File: src/rtl/qsfp_link_pkg.sv
// Shared types for the QSFP28 cage sequencer: state codes, pin bundle and
// the per-state pin decode.
package qsfp_link_pkg;

  typedef enum logic [2:0] {
    ST_ABSENT     = 3'd0,
    ST_REFCLK_RST = 3'd1,
    ST_MOD_RST    = 3'd2,
    ST_INIT_WAIT  = 3'd3,
    ST_CLK_WAIT   = 3'd4,
    ST_GT_RST     = 3'd5,
    ST_RUN        = 3'd6,
    ST_FAULT      = 3'd7
  } state_t;

  typedef struct packed {
    logic resetl;
    logic lpmode;
    logic modsell;
    logic refclk_reset;
    logic gt_reset;
    logic ready;
    logic fault;
  } pins_t;

  // Safe pin levels: module held in reset, low power, deselected.
  localparam pins_t PINS_RESET = '{
    resetl:       1'b0,
    lpmode:       1'b1,
    modsell:      1'b1,
    refclk_reset: 1'b1,
    gt_reset:     1'b1,
    ready:        1'b0,
    fault:        1'b0
  };

  function automatic pins_t pins_for(state_t s);
    pins_t p;
    p = PINS_RESET;
    case (s)
      ST_ABSENT, ST_REFCLK_RST: p = PINS_RESET;
      ST_MOD_RST: p.refclk_reset = 1'b0;
      ST_INIT_WAIT, ST_CLK_WAIT, ST_GT_RST: begin
        p.resetl       = 1'b1;
        p.lpmode       = 1'b0;
        p.refclk_reset = 1'b0;
      end
      ST_RUN: begin
        p.resetl       = 1'b1;
        p.lpmode       = 1'b0;
        p.refclk_reset = 1'b0;
        p.gt_reset     = 1'b0;
        p.modsell      = 1'b0;
        p.ready        = 1'b1;
      end
      ST_FAULT: begin
        p.resetl       = 1'b1;
        p.lpmode       = 1'b0;
        p.refclk_reset = 1'b0;
        p.fault        = 1'b1;
      end
      default: p = PINS_RESET;
    endcase
    return p;
  endfunction

  function automatic int max_int(int a, int b);
    return (a > b) ? a : b;
  endfunction

endpackage

File: src/rtl/qsfp_link_sequencer_if.sv
// QSFP28 cage sideband pins as seen between the sequencer (master) and the
// board/module (slave).
interface qsfp_link_sequencer_if;
  // Plain level signals, no valid/ready handshake: modprsl and intl are
  // asynchronous module outputs, everything else is a registered level
  // driven by the sequencer.
  logic       modprsl;
  logic       intl;
  logic       resetl;
  logic       lpmode;
  logic       modsell;
  logic       refclk_reset;
  logic [1:0] fs;

  modport master (
    input  modprsl, intl,
    output resetl, lpmode, modsell, refclk_reset, fs
  );

  modport slave (
    output modprsl, intl,
    input  resetl, lpmode, modsell, refclk_reset, fs
  );
endinterface

File: src/rtl/qsfp_sync_debounce.sv
// Two-flop synchronizer followed by a stability filter: the output level only
// follows the input after DEBOUNCE_CYCLES consecutive opposite samples.
module qsfp_sync_debounce #(
  parameter int   DEBOUNCE_CYCLES = 1024,
  parameter logic RESET_LEVEL     = 1'b1
) (
  input  logic clock,
  input  logic resetn,
  input  logic din,
  output logic level
);

  localparam int CW = $clog2(DEBOUNCE_CYCLES) + 1;

  logic [1:0]    sync;
  logic [CW-1:0] cnt;

  always_ff @(posedge clock) begin
    if (!resetn) begin
      sync  <= {2{RESET_LEVEL}};
      cnt   <= '0;
      level <= RESET_LEVEL;
    end else begin
      sync <= {sync[0], din};
      // Any sample matching the current level restarts the count.
      if (sync[1] == level) begin
        cnt <= '0;
      end else if (cnt == CW'(DEBOUNCE_CYCLES - 1)) begin
        level <= sync[1];
        cnt   <= '0;
      end else begin
        cnt <= cnt + CW'(1);
      end
    end
  end

endmodule

File: src/rtl/qsfp_link_sequencer.sv
// Power-up / hot-plug sequencer for one QSFP28 cage: walks the module through
// refclk reset, module reset, init wait and GT reset before declaring ready.
module qsfp_link_sequencer
  import qsfp_link_pkg::*;
#(
  parameter int         DEBOUNCE_CYCLES    = 1024,
  parameter int         REFCLK_RST_CYCLES  = 256,
  parameter int         MOD_RST_CYCLES     = 1024,
  parameter int         INIT_WAIT_CYCLES   = 65536,
  parameter int         CLK_TIMEOUT_CYCLES = 1048576,
  parameter int         GT_RST_CYCLES      = 128,
  parameter int         RETRY_CYCLES       = 1048576,
  parameter logic [1:0] FS_DEFAULT         = 2'b00
) (
  input  logic                         clock,
  input  logic                         resetn,
  input  logic                         enable,
  input  logic [1:0]                   fs_sel,
  input  logic                         clock_ok,
  input  logic                         int_clear,
  qsfp_link_sequencer_if.master        qsfp,
  output logic                         gt_reset,
  output logic                         ready,
  output logic                         present,
  output logic                         int_pending,
  output logic                         fault,
  output logic [2:0]                   state
);

  localparam int MAX_CYCLES =
    max_int(max_int(max_int(DEBOUNCE_CYCLES, REFCLK_RST_CYCLES),
                    max_int(MOD_RST_CYCLES, INIT_WAIT_CYCLES)),
            max_int(max_int(CLK_TIMEOUT_CYCLES, GT_RST_CYCLES), RETRY_CYCLES));
  localparam int CW = $clog2(MAX_CYCLES) + 1;

  state_t        state_q, state_next;
  logic [CW-1:0] cnt_q, cnt_next;
  pins_t         pins_q;
  logic [1:0]    fs_q;
  logic          int_pending_q;
  logic [2:0]    intl_sync;
  logic [1:0]    clk_ok_sync;
  logic          modprsl_level;
  logic          clk_ok_s;
  logic          intl_fall;

  qsfp_sync_debounce #(
    .DEBOUNCE_CYCLES (DEBOUNCE_CYCLES),
    .RESET_LEVEL     (1'b1)
  ) u_modprsl_db (
    .clock  (clock),
    .resetn (resetn),
    .din    (qsfp.modprsl),
    .level  (modprsl_level)
  );

  assign present   = ~modprsl_level;
  assign clk_ok_s  = clk_ok_sync[1];
  // intl_sync[2] is the previous synchronized sample, used for edge detect.
  assign intl_fall = intl_sync[2] & ~intl_sync[1];

  always_comb begin
    state_next = state_q;
    if (!present || !enable) begin
      state_next = ST_ABSENT;
    end else begin
      case (state_q)
        ST_ABSENT:     state_next = ST_REFCLK_RST;
        ST_REFCLK_RST: if (cnt_q == '0) state_next = ST_MOD_RST;
        ST_MOD_RST:    if (cnt_q == '0) state_next = ST_INIT_WAIT;
        ST_INIT_WAIT:  if (cnt_q == '0) state_next = ST_CLK_WAIT;
        ST_CLK_WAIT: begin
          if (clk_ok_s)          state_next = ST_GT_RST;
          else if (cnt_q == '0)  state_next = ST_FAULT;
        end
        ST_GT_RST: begin
          if (!clk_ok_s)         state_next = ST_CLK_WAIT;
          else if (cnt_q == '0)  state_next = ST_RUN;
        end
        ST_RUN:        if (!clk_ok_s) state_next = ST_CLK_WAIT;
        ST_FAULT:      if (cnt_q == '0) state_next = ST_REFCLK_RST;
        default:       state_next = ST_ABSENT;
      endcase
    end
  end

  // Timer reloads with N-1 on every state entry so each timed state lasts N cycles.
  always_comb begin
    cnt_next = cnt_q;
    if (state_next != state_q) begin
      case (state_next)
        ST_REFCLK_RST: cnt_next = CW'(REFCLK_RST_CYCLES - 1);
        ST_MOD_RST:    cnt_next = CW'(MOD_RST_CYCLES - 1);
        ST_INIT_WAIT:  cnt_next = CW'(INIT_WAIT_CYCLES - 1);
        ST_CLK_WAIT:   cnt_next = CW'(CLK_TIMEOUT_CYCLES - 1);
        ST_GT_RST:     cnt_next = CW'(GT_RST_CYCLES - 1);
        ST_FAULT:      cnt_next = CW'(RETRY_CYCLES - 1);
        default:       cnt_next = '0;
      endcase
    end else if (cnt_q != '0) begin
      cnt_next = cnt_q - CW'(1);
    end
  end

  always_ff @(posedge clock) begin
    if (!resetn) begin
      state_q       <= ST_ABSENT;
      cnt_q         <= '0;
      pins_q        <= PINS_RESET;
      fs_q          <= FS_DEFAULT;
      int_pending_q <= 1'b0;
      intl_sync     <= 3'b111;
      clk_ok_sync   <= 2'b00;
    end else begin
      state_q     <= state_next;
      cnt_q       <= cnt_next;
      pins_q      <= pins_for(state_next);
      intl_sync   <= {intl_sync[1:0], qsfp.intl};
      clk_ok_sync <= {clk_ok_sync[0], clock_ok};
      if (state_q == ST_ABSENT) fs_q <= fs_sel;
      // Entering ABSENT wipes the flag; otherwise a new interrupt beats a clear.
      if (state_next == ST_ABSENT && state_q != ST_ABSENT) int_pending_q <= 1'b0;
      else if (intl_fall && present)                       int_pending_q <= 1'b1;
      else if (int_clear)                                  int_pending_q <= 1'b0;
    end
  end

  assign qsfp.resetl       = pins_q.resetl;
  assign qsfp.lpmode       = pins_q.lpmode;
  assign qsfp.modsell      = pins_q.modsell;
  assign qsfp.refclk_reset = pins_q.refclk_reset;
  assign qsfp.fs           = fs_q;
  assign gt_reset          = pins_q.gt_reset;
  assign ready             = pins_q.ready;
  assign fault             = pins_q.fault;
  assign int_pending       = int_pending_q;
  assign state             = state_q;

endmodule

File: src/flat_wrapper.sv
// flat-port wrapper written by rule: the top's interface ports become plain ports
module qsfp_link_sequencer_flat import qsfp_link_pkg::*;
#(
  parameter int         DEBOUNCE_CYCLES    = 1024,
  parameter int         REFCLK_RST_CYCLES  = 256,
  parameter int         MOD_RST_CYCLES     = 1024,
  parameter int         INIT_WAIT_CYCLES   = 65536,
  parameter int         CLK_TIMEOUT_CYCLES = 1048576,
  parameter int         GT_RST_CYCLES      = 128,
  parameter int         RETRY_CYCLES       = 1048576,
  parameter logic [1:0] FS_DEFAULT         = 2'b00
)
  (clock, resetn, enable, fs_sel, clock_ok, int_clear, gt_reset, ready, present, int_pending, fault, state, qsfp_modprsl, qsfp_intl, qsfp_resetl, qsfp_lpmode, qsfp_modsell, qsfp_refclk_reset, qsfp_fs);
  qsfp_link_sequencer_if qsfp_i ();
  input  logic clock;
  input  logic resetn;
  input  logic enable;
  input  logic [1:0] fs_sel;
  input  logic clock_ok;
  input  logic int_clear;
  output logic gt_reset;
  output logic ready;
  output logic present;
  output logic int_pending;
  output logic fault;
  output logic [2:0] state;
  input wire logic [$bits(qsfp_i.modprsl)-1:0] qsfp_modprsl;
  input wire logic [$bits(qsfp_i.intl)-1:0] qsfp_intl;
  output wire logic [$bits(qsfp_i.resetl)-1:0] qsfp_resetl;
  output wire logic [$bits(qsfp_i.lpmode)-1:0] qsfp_lpmode;
  output wire logic [$bits(qsfp_i.modsell)-1:0] qsfp_modsell;
  output wire logic [$bits(qsfp_i.refclk_reset)-1:0] qsfp_refclk_reset;
  output wire logic [$bits(qsfp_i.fs)-1:0] qsfp_fs;
  assign qsfp_i.modprsl = qsfp_modprsl;
  assign qsfp_i.intl = qsfp_intl;
  assign qsfp_resetl = qsfp_i.resetl;
  assign qsfp_lpmode = qsfp_i.lpmode;
  assign qsfp_modsell = qsfp_i.modsell;
  assign qsfp_refclk_reset = qsfp_i.refclk_reset;
  assign qsfp_fs = qsfp_i.fs;
  qsfp_link_sequencer #(.DEBOUNCE_CYCLES(DEBOUNCE_CYCLES), .REFCLK_RST_CYCLES(REFCLK_RST_CYCLES), .MOD_RST_CYCLES(MOD_RST_CYCLES), .INIT_WAIT_CYCLES(INIT_WAIT_CYCLES), .CLK_TIMEOUT_CYCLES(CLK_TIMEOUT_CYCLES), .GT_RST_CYCLES(GT_RST_CYCLES), .RETRY_CYCLES(RETRY_CYCLES), .FS_DEFAULT(FS_DEFAULT)) u_core (.clock(clock), .resetn(resetn), .enable(enable), .fs_sel(fs_sel), .clock_ok(clock_ok), .int_clear(int_clear), .qsfp(qsfp_i), .gt_reset(gt_reset), .ready(ready), .present(present), .int_pending(int_pending), .fault(fault), .state(state));
endmodule
File: config.mk
export PLATFORM = sky130hd
export DESIGN_NAME = qsfp_link_sequencer_flat
export DESIGN_NICKNAME = d
export VERILOG_FILES = /design/src/rtl/qsfp_link_pkg.sv /design/src/rtl/qsfp_link_sequencer_if.sv /design/src/rtl/qsfp_sync_debounce.sv /design/src/rtl/qsfp_link_sequencer.sv /design/src/flat_wrapper.sv
export SDC_FILE = /design/constraint.sdc
export NUM_CORES = 1
export LEC_CHECK = 0
export ABC_AREA = 1
export BUFFER_PORTS_ARGS = -buffer_cell sky130_fd_sc_hd__buf_2
export CAP_MARGIN = 20
export CORE_MARGIN = 1
export CORE_UTILIZATION = 63
export CTS_CLUSTER_SIZE = 24
export DETAILED_ROUTE_END_ITERATION = 6
export PLACE_DENSITY = 0.95
export SLEW_MARGIN = 40
export SYNTH_ARGS = -nofsm -noshare
export SYNTH_HDL_FRONTEND = slang
export SYNTH_SLANG_ARGS = --single-unit
File: constraint.sdc
create_clock -name clock -period 4.2 [get_ports clock]
set_input_delay 0.84 -clock clock [delete_from_list [all_inputs] [get_ports clock]]
set_output_delay 0.84 -clock clock [all_outputs]
set_load 0.02 [all_outputs]
; ---- Word level (Yosys, flattened, before mapping)
; Index checks and enable logic that the tools add are counted.
[word_totals]
romBits = 0
memories = 0
register_bits = 53
output_inout_bits = 14
mem_bits_rw = 0
latch_bits = 0
[classes]
muxes = 21
addsub = 2
mul = 0
n_eq_ne = 17
n_lt_le_gt_ge = 0
n_bitwise = 5
n_shift = 0
div = 0
n_reduce_logical = 18
[op_table]
columns = operator, n
row1 = $pmux 20 s5, 1
row2 = $mux 21, 2
row3 = $mux 3, 10
row4 = $eq 3x3->1 const B, 8
row5 = $pmux 3 s8, 1
row6 = $logic_not 21->1, 1
row7 = $reduce_bool 21->1, 1
row8 = $sub 21x1->21 const B, 1
row9 = $eq 3x2->1 const B, 4
row10 = $add 11x1->11 const B, 1
row11 = $eq 11x10->1 const B, 1
row12 = $eq 3x1->1 const B, 2
row13 = $logic_not 3->1, 2
row14 = $reduce_or 2->1, 3
row15 = $reduce_or 6->1, 1
row16 = $reduce_or 5->1, 1
row17 = $mux 1, 4
row18 = $mux 2, 2
row19 = $not 1->1, 4
row20 = $reduce_bool 2->1, 2
row21 = $ne 3x3->1, 1
row22 = $reduce_bool 3->1, 1
row23 = $reduce_or 3->1, 1
row24 = $logic_and 1x1->1, 2
row25 = other kinds (6), 6

; ---- Depth between registers and ports, before layout
[logic_depth]
depth_word = 9
mapped_depth = 18

; ---- Modules after synthesis
; A second synthesis with hierarchy kept.
[unflattened]
cells_unflattened = 363
area_unflattened_um2 = 2855.2
[by_module_without_submodules]
columns = module, instances, cells_per_inst, area_each_um2
row1 = qsfp_link_sequencer, 1, 286, 2194.6
row2 = qsfp_sync_debounce, 1, 77, 660.6

; ---- Least setup slack after synthesis
; No wires, ideal clock.
[synth_path]
kind = register to register
start = register u_core.cnt_q[0]
end = register u_core.cnt_q[7]
setup_slack_ns = 2.093
path_stages_with_launch = 18
setup_ns = 0.125
arrival_ns = 1.982
required_time_ns = 4.075
cell_sequence = dfxtp_1 > inv_1 > ha_1 > nand2_2 > nor2_8 > nand3_4 > clkinv_2 > nand3_1 > nand2_1 > nand2_2 > nor2_2 > nor2_2 > inv_2 > nor2_4 > buf_6 > nand2_1 > nand3_1 > nor2_1
[synth_between]
elab_chain_len = 9
[synth_rtl]
columns = item, line_no
row1 = start: declaration, qsfp_link_sequencer.sv:37  ; logic [CW-1:0] cnt_q, cnt_next;
row2 = start signal: assignment, qsfp_link_sequencer.sv:116  ; cnt_q <= cnt_next;
row3 = $logic_not 21->1, n/a
row4 = $mux 3 (on tied branches), "qsfp_link_sequencer.sv:78, qsfp_link_sequencer.sv:74"
row5 = $mux 3 (on tied branches), "qsfp_link_sequencer.sv:77, qsfp_link_sequencer.sv:73"
row6 = $pmux 3 s8, qsfp_link_sequencer.sv:67  ; case (state_q)
row7 = $mux 3, qsfp_link_sequencer.sv:64  ; if (!present || !enable) begin
row8 = $eq 3x3->1, qsfp_link_sequencer.sv:91  ; case (state_next)
row9 = $reduce_or 2->1 (no source line), n/a
row10 = $pmux 20 s5, qsfp_link_sequencer.sv:91
row11 = $mux 21, qsfp_link_sequencer.sv:90  ; if (state_next != state_q) begin
; Several ways; a longest one is shown, not always the timed one. The select of a mux whose other input is x is not followed.
; A chain may end at the register's enable or synchronous reset.

; ---- Worst setup path in the final report
[layout_path]
start = register u_core.cnt_q[0]
end = register u_core.cnt_q[1]
; The elaborated chain is that of the path after synthesis.

==> flow_summary_export.csv <==
group,metric,value,unit
placed_design,post-dp-hpwl,4240,um
route,vias,2403,
placed_design,gp_routability_congestion,0.895,
job,cap_viol_max_count,0,
sta,rsz0062_at_grt,"no",
synthesis,yosys.area.top_type,"dfxtp_1",
die,die_area,4390,um^2
critical_path,path_class,"flip-flop to flip-flop",
global_routing,grt_start_max_net_pins,18,
synthesis,synth.avg_cell_area,7.18,um^2
cts,clkSlewWorstSetupHoldPaths,0.10,ns
route,ant_nets,0,
cts,clockBufferDepth,2,
die,die_y,66.2,um
global_routing,grt.overflow.total,0,
die,die_width,66.2,um
route,wl,5820,um
global_routing,grt_util_all_layers,29.2,%
cts,ctsHtreeMaxLevel,2,
power,p_per_area,286,nW/um^2
synthesis,ys_top_cells_by_area,"dfxtp_1 (40%), nand2_1 (11%), nor2_1 (8.5%)",
sta,skew,0.00768,ns
die,ios,23,
hold_path,hold_class,"flip-flop to flip-flop",
sta,fin_tns_setup,0,ns
cts,cts_setup_buffers,0,
die,floorplan.rows,22,
hold_path,whs_path_depth,1,
synthesis,synth_top_area_share,40.1,%
sta,fin_ws,1.65,ns
finish,num_antenna_cells,0,
cts,ctsResizeCount,0,
global_routing,grt_pass1_vias,2353,
synthesis,netlist_instances,362,
route,first_iter_violations,120,
placed_design,numPortBuffers,22,
finish,areaGrowthSynthToFinish,8.47,%
critical_path,cp-start-kind,"flip-flop",
sta,finalMaxSlewViolations,0,
sta,hold_viol_final,0,
global_routing,antenna_found_initial,0,
power,cellLeakagePower,1.49,nW
cts,cts-root-buf,"clkbuf_8",
critical_path,worstRegToRegCells,16,
critical_path,cp.arrival,2.76,ns
synthesis,synth_flop_cell,"dfxtp_1",
synthesis,synth_warnings,0,
synthesis,synthArstFlopShare,0,%
synthesis,ys_seq_elements,52,
die,start_util,68.4,%
cts,cts_buffers,5,
cts,cts_tree,"built",
sta,period_needed,2.55,ns
power,p_total,0.805,mW
cts,cts.sinks,52,
sta,max_freq,392,MHz
critical_path,cp-end-kind,"flip-flop",
route,first_pass_iters,4,
run_status,status,"finished clean",
finish,fin_util,74.2,%
critical_path,cp_max_fo,12,
finish,fin_nets,396,
cts,holdBufCountCts,0,
placed_design,pre_cts_slack,1.71,ns
critical_path,crit_required,4.41,ns
sta,setup_viol,0,
sta,worst_pin_slew,0.598,ns
synthesis,syn_nets,373,
finish,layout-drive-gt1-share,16.8,%
route,route.detailed.drc,0,
die,core,3800,um^2
cts,clock_latency,0.31,ns
sta,slew_headroom,59.9,%
synthesis,ys_top_cells_by_count,"nand2_1 (73), nor2_1 (59), dfxtp_1 (52)",
sta,finalCritPeriodShare,60.8,%
synthesis,syn-cell-area,2600,um^2
sta,holdWs,0.428,ns
synthesis,yosysUniqueCellTypes,34,
global_routing,grt_pass1_wl,9700,um
synthesis,yosysMostFrequentCell,"nand2_1",
route,routed_via_density,5.54,
power,vdd_drop_max,273,uV
synthesis,synth-edff-count,0,
route,wl_per_cell,13.4,um
synthesis,ys_seq_area_share,40.1,%
## placed cells by master, fill, tap and decap left out, types with 2 or more instances in the layout
cell type / instances
o21ai_1: 4
buf_2: 22
clkbuf_8: 5
nand4_1: 4
a21oi_1: 17
nor3b_1: 3
nor3_1: 10
nor2_2: 4
nand3_2: 3
nor4_1: 3
o211ai_1: 3
xnor2_1: 7
nand2_2: 10
nand3_1: 18
or2_2: 7
nand2_1: 73
inv_2: 2
clkinvlp_4: 2
ha_1: 2
xor2_1: 8
inv_1: 45
nor2_1: 59
nor2_4: 3
o21ai_0: 11
dfxtp_1: 52
## through the flow
step           instances  instance area [um^2]
2_1_floorplan        362                  2600
3_3_place_gp         426                  2730
3_5_place_dp         426                  2730
4_1_cts              434                  2820
5_1_grt              434                  2820
6_report             434                  2820
## cell type report
class                   count  area [um^2]
clock inverters             3         23.8
inverters                  48          181
well taps                  48         60.1
fillers                   270          980
clock buffers               5         68.8
flip-flops and latches     52         1040
multi-input cells         256         1330
repair buffers             22          110
## report_power, final
part / leakage, nW / total [mW] / internal (mW) / switching (mW)
sequential: 0.421 / 0.499 / 0.497 / 0.00173
clock: 0.0404 / 0.290 / 0.118 / 0.172
combinational: 1.03 / 0.0164 / 0.00617 / 0.0103
## routing by layer
layer  part of all wire, %  GRT usage (%)  vias to the layer above
li1                      -              -                     1193
met5                     0              0                        -
met4                   3.5           16.2                        0
met3                   6.3           6.55                       30
met2                    50           52.4                       98
met1                    41           31.3                     1082
## worst max-delay path: stages (launching register included)
cell and delay, ns:
dfxtp_1 0.41, inv_1 0.07, ha_1 0.23, nand2_2 0.14
nor2_8 0.08, nand3_4 0.16, clkinv_2 0.12, nand3_1 0.08
nand2_1 0.06, nand2_2 0.13, nor2_2 0.05, nor2_2 0.18
nand3_2 0.26, nand2_2 0.22, nand2_1 0.12, nor2_1 0.11
nor2_1 0.04
## logic make-up (layout without fill, tap and decap cells)
kind of cell    count (synthesis)  count (layout)  share of synthesized area [%]
xor+xnor                       15              15                           5.06
flops                          52              52                           40.1
compound gates                 37              37                           7.61
buf+inv                        54              78                           8.62
simple gates                  202             202                           37.7
fa+ha+maj                       2               2                          0.963
## path summary, 6_finish.rpt
kind	startpoint	endpoint	slack (ns)
worst max register to register	u_core.cnt_q[0]$_SDFFE_PN0P_	u_core.cnt_q[1]$_SDFFE_PN0P_	1.65
worst min-delay path	u_core.intl_sync[0]$_SDFF_PN1_	u_core.intl_sync[1]$_SDFF_PN1_	0.43
worst min register to register	u_core.intl_sync[0]$_SDFF_PN1_	u_core.intl_sync[1]$_SDFF_PN1_	0.43
worst max-delay path	u_core.cnt_q[0]$_SDFFE_PN0P_	u_core.cnt_q[1]$_SDFFE_PN0P_	1.65
## state kept, by name, summed over array words and instances, names as in the netlist, 2 cells and up
name	flops
u_core.cnt_q	21
u_core.clk_ok_sync	2
u_core.u_modprsl_db.sync	2
u_core.state	3
u_core.qsfp.fs	2
u_core.u_modprsl_db.cnt	11
u_core.intl_sync	3
Note: power is estimated with default switching activity, not from simulation.
